==> config.mk <==
export PLATFORM = sky130hd
export DESIGN_NAME = mem_port_arbiter_flat
export DESIGN_NICKNAME = d
export VERILOG_FILES = /design/src/rtl/riscv_pkg.sv /design/src/rtl/mem_port_arbiter_if.sv /design/src/rtl/mem_port_arbiter.sv /design/src/flat_wrapper.sv
export SDC_FILE = /design/constraint.sdc
export NUM_CORES = 1
export LEC_CHECK = 0
export CAP_MARGIN = 20
export CORE_AREA = 2 2 197 199
export DETAILED_ROUTE_END_ITERATION = 12
export DIE_AREA = 0 0 199 201
export MAX_ROUTING_LAYER = met4
export SETUP_SLACK_MARGIN = 0.02
export SYNTH_ARGS = -nofsm -noshare
export SYNTH_HDL_FRONTEND = slang
export SYNTH_SLANG_ARGS = --single-unit
==> constraint.sdc <==
create_clock -name clk -period 1.8 [get_ports clk]
set_input_delay 0.36 -clock clk [delete_from_list [all_inputs] [get_ports clk]]
set_output_delay 0.36 -clock clk [all_outputs]
set_load 0.03 [all_outputs]
==> src/rtl/riscv_pkg.sv <==
// Shared types for the memory-port arbiter: FSM states, owner encoding and access size codes.
package riscv_pkg;

  typedef enum logic [1:0] {
    IDLE      = 2'd0,
    WAIT_ACK  = 2'd1,
    WAIT_RESP = 2'd2
  } arb_state_t;

  typedef enum logic {
    OWN_IF = 1'b0,
    OWN_LS = 1'b1
  } arb_owner_t;

  localparam logic [2:0] SIZE_B = 3'd0;
  localparam logic [2:0] SIZE_H = 3'd1;
  localparam logic [2:0] SIZE_W = 3'd2;
  localparam logic [2:0] SIZE_D = 3'd3;

endpackage

==> src/rtl/mem_port_arbiter_if.sv <==
// Bundle of fetch, load/store and shared memory-port signals around the arbiter.
interface mem_port_arbiter_if;

  // Handshakes: a requester raises *_req with its fields and holds them stable until
  // the cycle its *_gnt is high; mem_req likewise holds the command until mem_ack.
  // *_rvalid is a single-cycle strobe with the data valid in that same cycle.
  logic        if_req;
  logic [63:0] if_addr;
  logic        if_gnt;
  logic        if_rvalid;
  logic [31:0] if_rdata;

  logic        ls_req;
  logic        ls_we;
  logic [63:0] ls_addr;
  logic [63:0] ls_wdata;
  logic [2:0]  ls_size;
  logic        ls_gnt;
  logic        ls_rvalid;
  logic [63:0] ls_rdata;

  logic        mem_req;
  logic        mem_we;
  logic [2:0]  mem_size;
  logic [63:0] mem_addr;
  logic [63:0] mem_wdata;
  logic        mem_ack;
  logic        mem_rvalid;
  logic [63:0] mem_rdata;

  logic        protocol_err;

  modport master (
    input  if_req, if_addr,
    input  ls_req, ls_we, ls_addr, ls_wdata, ls_size,
    input  mem_ack, mem_rvalid, mem_rdata,
    output if_gnt, if_rvalid, if_rdata,
    output ls_gnt, ls_rvalid, ls_rdata,
    output mem_req, mem_we, mem_size, mem_addr, mem_wdata,
    output protocol_err
  );

  modport slave (
    output if_req, if_addr,
    output ls_req, ls_we, ls_addr, ls_wdata, ls_size,
    output mem_ack, mem_rvalid, mem_rdata,
    input  if_gnt, if_rvalid, if_rdata,
    input  ls_gnt, ls_rvalid, ls_rdata,
    input  mem_req, mem_we, mem_size, mem_addr, mem_wdata,
    input  protocol_err
  );

endinterface

==> src/rtl/mem_port_arbiter.sv <==
// Arbitrates instruction fetch and load/store onto one memory port, one transaction at a time,
// with load/store priority bounded by a fetch starvation counter.
module mem_port_arbiter
  import riscv_pkg::*;
#(
  parameter int MAX_WAIT = 4
) (
  input  logic                          clk,
  input  logic                          rst_n,
  mem_port_arbiter_if.master            bus,
  output arb_state_t                    dbg_state,
  output logic [$clog2(MAX_WAIT+1)-1:0] dbg_fetch_wait
);

  localparam int FW_W = $clog2(MAX_WAIT + 1);
  localparam logic [FW_W-1:0] FW_MAX = FW_W'(MAX_WAIT);

  arb_state_t      state_q, state_d;
  arb_owner_t      owner_q, owner_d;
  logic            mem_req_q, mem_req_d;
  logic            mem_we_q, mem_we_d;
  logic [2:0]      mem_size_q, mem_size_d;
  logic [63:0]     mem_addr_q, mem_addr_d;
  logic [63:0]     mem_wdata_q, mem_wdata_d;
  logic [FW_W-1:0] fetch_wait_q, fetch_wait_d;
  logic            protocol_err_q, protocol_err_d;
  logic            fetch_win;
  logic            ack_fire;
  logic            resp_fire;

  always_ff @(posedge clk or negedge rst_n) begin
    if (!rst_n) begin
      state_q        <= IDLE;
      owner_q        <= OWN_IF;
      mem_req_q      <= 1'b0;
      mem_we_q       <= 1'b0;
      mem_size_q     <= 3'd0;
      mem_addr_q     <= 64'd0;
      mem_wdata_q    <= 64'd0;
      fetch_wait_q   <= '0;
      protocol_err_q <= 1'b0;
    end else begin
      state_q        <= state_d;
      owner_q        <= owner_d;
      mem_req_q      <= mem_req_d;
      mem_we_q       <= mem_we_d;
      mem_size_q     <= mem_size_d;
      mem_addr_q     <= mem_addr_d;
      mem_wdata_q    <= mem_wdata_d;
      fetch_wait_q   <= fetch_wait_d;
      protocol_err_q <= protocol_err_d;
    end
  end

  always_comb begin
    state_d        = state_q;
    owner_d        = owner_q;
    mem_req_d      = mem_req_q;
    mem_we_d       = mem_we_q;
    mem_size_d     = mem_size_q;
    mem_addr_d     = mem_addr_q;
    mem_wdata_d    = mem_wdata_q;
    fetch_wait_d   = fetch_wait_q;
    fetch_win      = 1'b0;
    // A response can only be legal while a read is waiting for it.
    protocol_err_d = protocol_err_q | (bus.mem_rvalid && (state_q != WAIT_RESP));

    case (state_q)
      IDLE: begin
        if (bus.if_req || bus.ls_req) begin
          fetch_win = bus.if_req && (!bus.ls_req || (fetch_wait_q == FW_MAX));
          state_d   = WAIT_ACK;
          mem_req_d = 1'b1;
          if (fetch_win) begin
            owner_d      = OWN_IF;
            mem_we_d     = 1'b0;
            mem_size_d   = SIZE_W;
            mem_addr_d   = bus.if_addr;
            mem_wdata_d  = 64'd0;
            fetch_wait_d = '0;
          end else begin
            owner_d     = OWN_LS;
            mem_we_d    = bus.ls_we;
            mem_size_d  = bus.ls_size;
            mem_addr_d  = bus.ls_addr;
            mem_wdata_d = bus.ls_wdata;
            if (bus.if_req && (fetch_wait_q != FW_MAX)) begin
              fetch_wait_d = fetch_wait_q + FW_W'(1);
            end
          end
        end
      end
      WAIT_ACK: begin
        if (bus.mem_ack) begin
          mem_req_d = 1'b0;
          state_d   = mem_we_q ? IDLE : WAIT_RESP;
        end
      end
      WAIT_RESP: begin
        if (bus.mem_rvalid) begin
          state_d = IDLE;
        end
      end
      default: state_d = IDLE;
    endcase
  end

  assign ack_fire  = (state_q == WAIT_ACK) && mem_req_q && bus.mem_ack;
  assign resp_fire = (state_q == WAIT_RESP) && bus.mem_rvalid;

  assign bus.if_gnt    = ack_fire && (owner_q == OWN_IF);
  assign bus.ls_gnt    = ack_fire && (owner_q == OWN_LS);
  assign bus.if_rvalid = resp_fire && (owner_q == OWN_IF);
  assign bus.ls_rvalid = resp_fire && (owner_q == OWN_LS);

  // Fetches are word sized; the latched address picks the word lane.
  assign bus.if_rdata = mem_addr_q[2] ? bus.mem_rdata[63:32] : bus.mem_rdata[31:0];
  assign bus.ls_rdata = bus.mem_rdata;

  assign bus.mem_req      = mem_req_q;
  assign bus.mem_we       = mem_we_q;
  assign bus.mem_size     = mem_size_q;
  assign bus.mem_addr     = mem_addr_q;
  assign bus.mem_wdata    = mem_wdata_q;
  assign bus.protocol_err = protocol_err_q;

  assign dbg_state      = state_q;
  assign dbg_fetch_wait = fetch_wait_q;

endmodule

==> src/flat_wrapper.sv <==
// flat-port wrapper written by rule: the top's interface ports become plain ports
module mem_port_arbiter_flat import riscv_pkg::*;
#(
  parameter int MAX_WAIT = 4
)
  (clk, rst_n, dbg_state, dbg_fetch_wait, bus_if_req, bus_if_addr, bus_ls_req, bus_ls_we, bus_ls_addr, bus_ls_wdata, bus_ls_size, bus_mem_ack, bus_mem_rvalid, bus_mem_rdata, bus_if_gnt, bus_if_rvalid, bus_if_rdata, bus_ls_gnt, bus_ls_rvalid, bus_ls_rdata, bus_mem_req, bus_mem_we, bus_mem_size, bus_mem_addr, bus_mem_wdata, bus_protocol_err);
  mem_port_arbiter_if bus_i ();
  input  logic clk;
  input  logic rst_n;
  output arb_state_t dbg_state;
  output logic [$clog2(MAX_WAIT+1)-1:0] dbg_fetch_wait;
  input wire logic [$bits(bus_i.if_req)-1:0] bus_if_req;
  input wire logic [$bits(bus_i.if_addr)-1:0] bus_if_addr;
  input wire logic [$bits(bus_i.ls_req)-1:0] bus_ls_req;
  input wire logic [$bits(bus_i.ls_we)-1:0] bus_ls_we;
  input wire logic [$bits(bus_i.ls_addr)-1:0] bus_ls_addr;
  input wire logic [$bits(bus_i.ls_wdata)-1:0] bus_ls_wdata;
  input wire logic [$bits(bus_i.ls_size)-1:0] bus_ls_size;
  input wire logic [$bits(bus_i.mem_ack)-1:0] bus_mem_ack;
  input wire logic [$bits(bus_i.mem_rvalid)-1:0] bus_mem_rvalid;
  input wire logic [$bits(bus_i.mem_rdata)-1:0] bus_mem_rdata;
  output wire logic [$bits(bus_i.if_gnt)-1:0] bus_if_gnt;
  output wire logic [$bits(bus_i.if_rvalid)-1:0] bus_if_rvalid;
  output wire logic [$bits(bus_i.if_rdata)-1:0] bus_if_rdata;
  output wire logic [$bits(bus_i.ls_gnt)-1:0] bus_ls_gnt;
  output wire logic [$bits(bus_i.ls_rvalid)-1:0] bus_ls_rvalid;
  output wire logic [$bits(bus_i.ls_rdata)-1:0] bus_ls_rdata;
  output wire logic [$bits(bus_i.mem_req)-1:0] bus_mem_req;
  output wire logic [$bits(bus_i.mem_we)-1:0] bus_mem_we;
  output wire logic [$bits(bus_i.mem_size)-1:0] bus_mem_size;
  output wire logic [$bits(bus_i.mem_addr)-1:0] bus_mem_addr;
  output wire logic [$bits(bus_i.mem_wdata)-1:0] bus_mem_wdata;
  output wire logic [$bits(bus_i.protocol_err)-1:0] bus_protocol_err;
  assign bus_i.if_req = bus_if_req;
  assign bus_i.if_addr = bus_if_addr;
  assign bus_i.ls_req = bus_ls_req;
  assign bus_i.ls_we = bus_ls_we;
  assign bus_i.ls_addr = bus_ls_addr;
  assign bus_i.ls_wdata = bus_ls_wdata;
  assign bus_i.ls_size = bus_ls_size;
  assign bus_i.mem_ack = bus_mem_ack;
  assign bus_i.mem_rvalid = bus_mem_rvalid;
  assign bus_i.mem_rdata = bus_mem_rdata;
  assign bus_if_gnt = bus_i.if_gnt;
  assign bus_if_rvalid = bus_i.if_rvalid;
  assign bus_if_rdata = bus_i.if_rdata;
  assign bus_ls_gnt = bus_i.ls_gnt;
  assign bus_ls_rvalid = bus_i.ls_rvalid;
  assign bus_ls_rdata = bus_i.ls_rdata;
  assign bus_mem_req = bus_i.mem_req;
  assign bus_mem_we = bus_i.mem_we;
  assign bus_mem_size = bus_i.mem_size;
  assign bus_mem_addr = bus_i.mem_addr;
  assign bus_mem_wdata = bus_i.mem_wdata;
  assign bus_protocol_err = bus_i.protocol_err;
  mem_port_arbiter #(.MAX_WAIT(MAX_WAIT)) u_core (.clk(clk), .rst_n(rst_n), .bus(bus_i), .dbg_state(dbg_state), .dbg_fetch_wait(dbg_fetch_wait));
endmodule
Yosys cells after proc, flatten, opt, wreduce, memory -nomap -nowiden
Index checks and enable logic that the tools add are counted.
{"block": "word_totals", "word_cells": 56, "output_inout_bits": 239, "register_bits": 140}
{"block": "classes", "eq_ne": 8, "muxes": 16, "n_bitwise": 2, "n_addsub": 1, "reduce_logical": 20}
{"cell": "$mux W64", "count": 2}
{"cell": "$mux W32", "count": 1}
{"cell": "$logic_and A1 B1 Y1", "count": 10}
{"cell": "$mux W3", "count": 3}
{"cell": "$reduce_and A3 Y1", "count": 3}
{"cell": "$mux W2", "count": 4}
{"cell": "$ne A2 B2 Y1 const B", "count": 3}
{"cell": "$pmux W2 S3", "count": 1}
{"cell": "$mux W1", "count": 4}
{"cell": "$reduce_bool A2 Y1", "count": 2}
{"cell": "$add A3 B1 Y3 const B", "count": 1}
{"cell": "$eq A3 B3 Y1 const B", "count": 1}
{"cell": "$ne A3 B3 Y1 const B", "count": 1}
{"cell": "$eq A2 B1 Y1 const B", "count": 1}
{"cell": "$eq A2 B2 Y1 const B", "count": 1}
{"cell": "$logic_not A2 Y1", "count": 1}
{"cell": "$logic_or A1 B1 Y1", "count": 2}
{"cell": "$ne A2 B1 Y1 const B", "count": 1}
{"cell": "$pmux W1 S2", "count": 1}
{"cell": "$reduce_and A2 Y1", "count": 1}
{"cell": "$logic_not A1 Y1", "count": 1}
{"cell": "$not A1 Y1", "count": 1}
{"cell": "$or A1 B1 Y1", "count": 1}

Longest topological paths before layout
Gate-level depths: netlist of run 1.
{"block": "logic_depth", "ltp_word": 5, "ltp_mapped": 8, "ltp_nobuf": 5}

Worst setup path after synthesis of run 1
No wires, ideal clock.
{"block": "synth_timing", "kind": "reg2out", "from": "register u_core.state_q[0], in the netlist u_core.dbg_state[0]", "to": "output port bus_if_rvalid", "n_path_buf": 1, "arrival_time_ps": 1602, "slack_ps": -162, "path_stages_with_launch": 4, "path_cell_list": "dfrtp_1 -> buf_2 -> nand2b_1 -> nor3b_1"}
{"block": "synth_via", "elab_chain_len": 3}
{"element": "start, declared", "line_no": "mem_port_arbiter.sv:18", "rtl": "arb_state_t state_q, state_d;"}
{"element": "start signal, assigned", "line_no": "mem_port_arbiter.sv:43", "rtl": "state_q <= state_d;"}
{"element": "$eq A2 B2 Y1", "line_no": "mem_port_arbiter.sv:109", "rtl": "assign resp_fire = (state_q == WAIT_RESP) && bus.mem_rvalid;"}
{"element": "$logic_and A1 B1 Y1", "line_no": "mem_port_arbiter.sv:109"}
{"element": "$logic_and A1 B1 Y1", "line_no": "mem_port_arbiter.sv:113", "rtl": "assign bus.if_rvalid = resp_fire && (owner_q == OWN_IF);"}
{"element": "end, declared", "line_no": "flat_wrapper.sv:23", "rtl": "output wire logic [$bits(bus_i.if_rvalid)-1:0] bus_if_rvalid;"}
No other way between the ends.

Worst setup path after layout of run 1
{"block": "layout_timing", "from": "register u_core.mem_addr_q[2], in the netlist u_core.bus.mem_addr[2]", "to": "output port bus_if_rdata[29]"}
{"block": "layout_via", "elab_chain_len": 1}
{"element": "start, declared", "line_no": "mem_port_arbiter.sv:23", "rtl": "logic [63:0] mem_addr_q, mem_addr_d;"}
{"element": "start signal, assigned", "line_no": "mem_port_arbiter.sv:48", "rtl": "mem_addr_q <= mem_addr_d;"}
{"element": "$mux W32", "line_no": "mem_port_arbiter.sv:117", "rtl": "assign bus.if_rdata = mem_addr_q[2] ? bus.mem_rdata[63:32] : bus.mem_rdata[31:0];"}
{"element": "end, declared", "line_no": "flat_wrapper.sv:24", "rtl": "output wire logic [$bits(bus_i.if_rdata)-1:0] bus_if_rdata;"}
No other way between the ends.

==> results of run 1 <==
-- cells in the mapped netlist, types with 3 or more instances --
| library cell | instances |
|---|---|
| dfrtp_1 | 140 |
| nand3_1 | 131 |
| buf_4 | 69 |
| o2bb2ai_1 | 67 |
| nand4_1 | 65 |
| o21ai_0 | 64 |
| o211ai_1 | 63 |
| clkbuf_1 | 47 |
| mux2_2 | 33 |
| buf_2 | 27 |
| buf_1 | 8 |
| o21ai_1 | 8 |
| buf_6 | 5 |
| nor2_1 | 4 |
| inv_1 | 3 |
-- stage by stage --
| step | setup slack, ns | std cells | TNS [ns] |
|---|---|---|---|
| floorplan | 0.0319 | 756 | 0 |
| global placement | -0.161 | 1699 | -15.80 |
| detailed placement | -0.180 | 1699 | -17.87 |
| CTS | -0.219 | 1737 | -6.11 |
| global route | -0.221 | 1767 | -9.35 |
| finish | -0.179 | 1767 | -5.26 |
-- where the power goes --
group          switching, W  internal, W
registers          0.000850      0.00462
clock network       0.00156      0.00221
logic               0.00876      0.00679
total                0.0112       0.0136
-- per-layer routing --
metal	share of wire, %	vias up	global-route usage (%)
met1	40	4170	20.4
met4	1.6	0	5.54
met2	52	385	31.4
li1	-	3770	-
met5	0	-	-
met3	6.4	39	3.48
-- state kept, by name, indices dropped and copies added (netlist names) --
name                     flops
u_core.bus.mem_addr         64
u_core.bus.mem_wdata        64
u_core.bus.mem_size          3
u_core.dbg_fetch_wait        3
u_core.dbg_state             2
u_core.bus.mem_req           1
u_core.bus.mem_we            1
u_core.bus.protocol_err      1
u_core.owner_q               1
-- layout make-up --
| class | count | share of cell area (%) |
|---|---|---|
| multi-input cells | 458 | 23.3 |
| repair buffers | 616 | 44.1 |
| clock buffers | 18 | 3.00 |
| clock inverters | 14 | 1.15 |
| well taps | 518 | 4.43 |
| flip-flops and latches | 140 | 24.0 |
| inverters | 3 | 0.0769 |
-- worst register-to-register path, stage by stage, from the launching register on --
cell	delay, ns
dfrtp_2	0.41
buf_6	0.12
buf_6	0.12
buf_6	0.12
nor2_4	0.14
buf_12	0.15
buf_16	0.17
nand2_8	0.11
clkbuf_16	0.24
o2bb2ai_1	0.14
-- timing repair --
action                                  CTS  global route
buffers inserted                          5            10
gates resized for setup                 154           101
hold endpoints to repair                 39             0
hold buffers                              1             0
endpoints found under the setup margin  171           115
gates cloned                              0            20
pin swaps                                 2            46
-- worst paths after layout --
kind / from / end / slack [ns] / cells after the start
worst max-delay path: u_core.bus.mem_addr[2] / bus_if_rdata[29] / -0.18 / 4
worst min-delay path: rst_n / u_core.bus.mem_wdata[33] / 0.42 / 2
worst max register to register: u_core.dbg_state[1] / u_core.bus.mem_wdata[50] / -0.02 / 9
worst min register to register: u_core.bus.protocol_err / u_core.bus.protocol_err / 0.47 / 1
max in group asynchronous: rst_n / u_core.bus.mem_addr[2] / 0.72 / 3
min in group clk: bus_ls_wdata[30] / u_core.bus.mem_wdata[30] / 0.46 / 3
-- kinds of logic after synthesis --
group / after synthesis / synth area share [%]
muxes: 33 / 4.97
DFF: 140 / 46.8
and+or+nand+nor: 214 / 15.8
adders and majority gates: 2 / 0.335
AOI/OAI and AO/OA: 208 / 19.7
buffers and inverters: 159 / 12.4
==> results.cfg, run 1 <==
[sta]
fmax_mhz = 505
relSlewSlack_pct = 69.4
finalSetupViolations = 51
rsz0062_at_grt = yes
hold_slack_ns = 0.419
period_minus_slack_ns = 1.98
fin_crit_sh_pct = 110
hold_viol = 0
skew_ns = 0.0124
drv_slew = 0
setup_slack_ns = -0.179
worst_pin_slew_ns = 0.460

[finish]
area_growth_pct = 95.7
layout_common_cells = 263 x clkdlybuf4s50_1, 136 x dfrtp_1, 134 x dlygate4sd2_1, 122 x nand3_1, 116 x buf_4
antenna_cells = 0
fin_util_pct = 38.4
layout-drive-gt1-share_pct = 26.7
fin_area_sq_um = 14600
layout_commonest_cell = clkdlybuf4s50_1
fin_nets = 1504
multi_input_area_sq_um = 3410
nFillCells = 3830
register_area_sq_um = 3510

[yosys]
synth_area_leader_cell = dfrtp_1
synth_seq_cells = 140
yosysTopAreaCellShare_pct = 46.8
ys_seq_area_share_pct = 46.8
synth-async-reset-ratio_pct = 100
synth_nets = 1024
synth_edf_count = 0
avgSynthCellArea_sq_um = 9.89
ys_warn_count = 0
synth_area_leaders = dfrtp_1 47%, nand3_1 8.8%, o2bb2ai_1 7.8%
synthesis.area_sq_um = 7480
synth_cell_type_count = 33
synthFlopType = dfrtp_1
synth_cells = 756

[route]
wl_per_cell_microns = 22.1
wl_microns = 39000
vias_per_cell = 4.73
vias = 8364
drc = 0
antenna_left = 0
first_pass_iters = 5
drtIter0Drc = 365

[power]
ir_drop_v = 0.000879
power.total_w = 0.0248
power_density_nw_per_um2 = 1690
p_leak_nw = 6.13

[cts]
cts_root_buffer = clkbuf_16
clk_latency_ns = 0.45
cts.clk_slew.worst_paths_ns = 0.07
htree_num_levels = 4
cts_sinks = 140
cts_tree = done
cts_buffers = 17
cts.path.max_buffers = 2

[worst_setup_path]
critPathKind = reg -> out
end_kind = output pin
worstPathRequired_ns = 1.44
cpPeakStageDelay_ns = 0.41
worstPathCellList = buf_12 > buf_8 > mux2_4 > buf_6
critPathMaxFanout = 7
critPathLaunchType = flip-flop
critPathArrivalTime_ns = 1.62
slowest_stage = dfrtp_2
path_buf_inv = 3
cp_top_family = buffers and inverters

[floorplanning]
pin_count = 505
fp.dieH_microns = 201
fp-row-count = 72
fp.dieW_microns = 199
die-area_sq_um = 40000
core_sq_um = 38100
initial_utilization_pct = 19.6

[place]
place.gp.congestion = 0.829
dpl_cell_area_sq_um = 13000
portBuffers = 504
dp_hpwl_microns = 27100

[worst_hold_path]
holdCritPathClass = in -> async

[outcome]
violations = setup timing
status = complete, but fails checks

[global_routing]
grt_pass1_vias = 8432
grtUsageTotal_pct = 17.9
grt_pass1_wl_microns = 52200
gr-total-overflow = 0
grt_max_degree = 75
antenna_found_initial = 1

[flow_run]
drv_cap = 0
Power figures use the tool's default switching activity.
==> run 2: changes to the inputs <==
- PLACE_DENSITY: not set -> 0.59
==> run 2 against run 1 <==
Against the previous run: the flow still finishes with violations (setup timing); final cell count is 2.5% lower; clock power down 2%; worst setup slack worse by 0.0034 ns; sequential power fell by 0.9%; critical path depth shrank 1; design area fell by 7.9%; hold slack lost 0.14 ns; sequential share of layout area rose by 2.0 points; register-to-register slack improved by 0.17 ns; wire length fell by 8.4%; via count down 3.6%; largest cell class unchanged.
==> results.cfg, run 2 (same netlist as run 1, synthesis figures left out) <==
[floorplanning]
core_sq_um = 38100
pin_count = 505
fp-row-count = 72
fp.dieW_microns = 199
initial_utilization_pct = 19.6
die-area_sq_um = 40000
fp.dieH_microns = 201

[route]
drtIter0Drc = 342
wl_per_cell_microns = 20.8
wl_microns = 35700
first_pass_iters = 5
vias = 8065
drc = 0
vias_per_cell = 4.68
antenna_left = 0

[cts]
cts_tree = done
htree_num_levels = 4
clk_latency_ns = 0.45
cts.clk_slew.worst_paths_ns = 0.06
cts_sinks = 140
cts.path.max_buffers = 2
cts_buffers = 17
cts_root_buffer = clkbuf_16

[power]
p_leak_nw = 5.62
ir_drop_v = 0.000865
power_density_nw_per_um2 = 1610

[finish]
area_growth_pct = 80.3
fin_cells = 1722
layout-drive-gt1-share_pct = 20.7
layout_commonest_cell = clkdlybuf4s50_1
fin_nets = 1456
layout_common_cells = 263 x clkdlybuf4s50_1, 137 x dfrtp_1, 136 x dlygate4sd2_1, 131 x nand3_1, 121 x buf_4

[sta]
finalSetupViolations = 35
setup_slack_ns = -0.183
hold_slack_ns = 0.284
rsz0062_at_grt = yes
worst_pin_slew_ns = 0.701
relSlewSlack_pct = 53.3
fin_crit_sh_pct = 110
period_minus_slack_ns = 1.98
skew_ns = 0.00977
fmax_mhz = 504
hold_viol = 0
drv_slew = 0

[outcome]
status = complete, but fails checks
violations = setup timing

[global_routing]
grtUsageTotal_pct = 17.9
grt_pass1_vias = 8356
gr-total-overflow = 0
grt_pass1_wl_microns = 52400
antenna_found_initial = 3
grt_max_degree = 61

[worst_setup_path]
critPathLaunchType = flip-flop
critPathArrivalTime_ns = 1.62
end_kind = output pin
critPathMaxFanout = 34
critPathKind = reg -> out
worstPathRequired_ns = 1.44

[place]
dp_cells = 1682
place_ws_ns = -0.0987
dp_hpwl_microns = 26900
portBuffers = 504
place.gp.congestion = 0.871

[worst_hold_path]
holdCritPathClass = in -> reg

[flow_run]
drv_cap = 0
run 2: timing repair:
item,CTS,global route
setup endpoints to repair,173,81
buffers inserted,4,0
resized for setup,149,2
pin swaps,2,1
hold endpoints to repair,35,0
hold buffers,1,0
run 2: final cells by class:
class | instances | area, sq um
clock inverter | 9 | 108
fill | 3941 | 24600
tap | 518 | 648
clock buffer | 23 | 498
multi-input combinational | 457 | 3090
inverter | 3 | 11.3
sequential | 140 | 3510
timing repair buffer | 569 | 5620
antenna | 3 | 7.51
run 2: final timing paths:
kind | start | endpoint | slack, ns | depth (start not counted)
worst min register to register | u_core.bus.mem_wdata[1] | u_core.bus.mem_wdata[1] | 0.48 | 1
worst max register to register | u_core.dbg_fetch_wait[0] | u_core.dbg_fetch_wait[0] | 0.15 | 6
worst max-delay path | u_core.bus.mem_addr[2] | bus_if_rdata[24] | -0.18 | 3
min in group asynchronous | rst_n | u_core.bus.mem_addr[51] | 0.43 | 2
max in group asynchronous | rst_n | u_core.bus.mem_addr[30] | 0.78 | 3
worst min-delay path | bus_if_req | u_core.dbg_fetch_wait[2] | 0.28 | 3
run 2: where the power goes:
| group | internal, W | switching [W] | total, W |
|---|---|---|---|
| Combinational | 0.00486 | 0.00775 | 0.0126 |
| Clock | 0.00223 | 0.00147 | 0.00369 |
| Sequential | 0.00462 | 0.000794 | 0.00542 |
| Total | 0.0117 | 0.0100 | 0.0217 |
run 2: worst max-delay path, cell delays in order, from the launching register on:
cell	delay, ns
dfrtp_1	0.37
buf_12	0.21
mux2_2	0.38
buf_4	0.17
run 2: metal layers:
layer | global-route usage [%] | routed length (microns) | vias up
li1 | - | - | 3665
met3 | 4.27 | 2610 | 35
met5 | - | 0 | -
met4 | 5.68 | 663 | 0
met2 | 31.5 | 18800 | 361
met1 | 19.8 | 13600 | 4004
run 2: metrics by stage:
step           utilization (%)  TNS, ns  power, W  cell area, sq um
3_3_place_gp              34.0    -1.83    0.0189             13000
4_1_cts                   35.3    -5.47    0.0219             13500
6_report                  35.4    -4.94    0.0217             13500
3_5_place_dp              34.0    -3.69    0.0190             13000
5_1_grt                   35.4    -6.56    0.0229             13500
2_1_floorplan                -        0    0.0129              7490
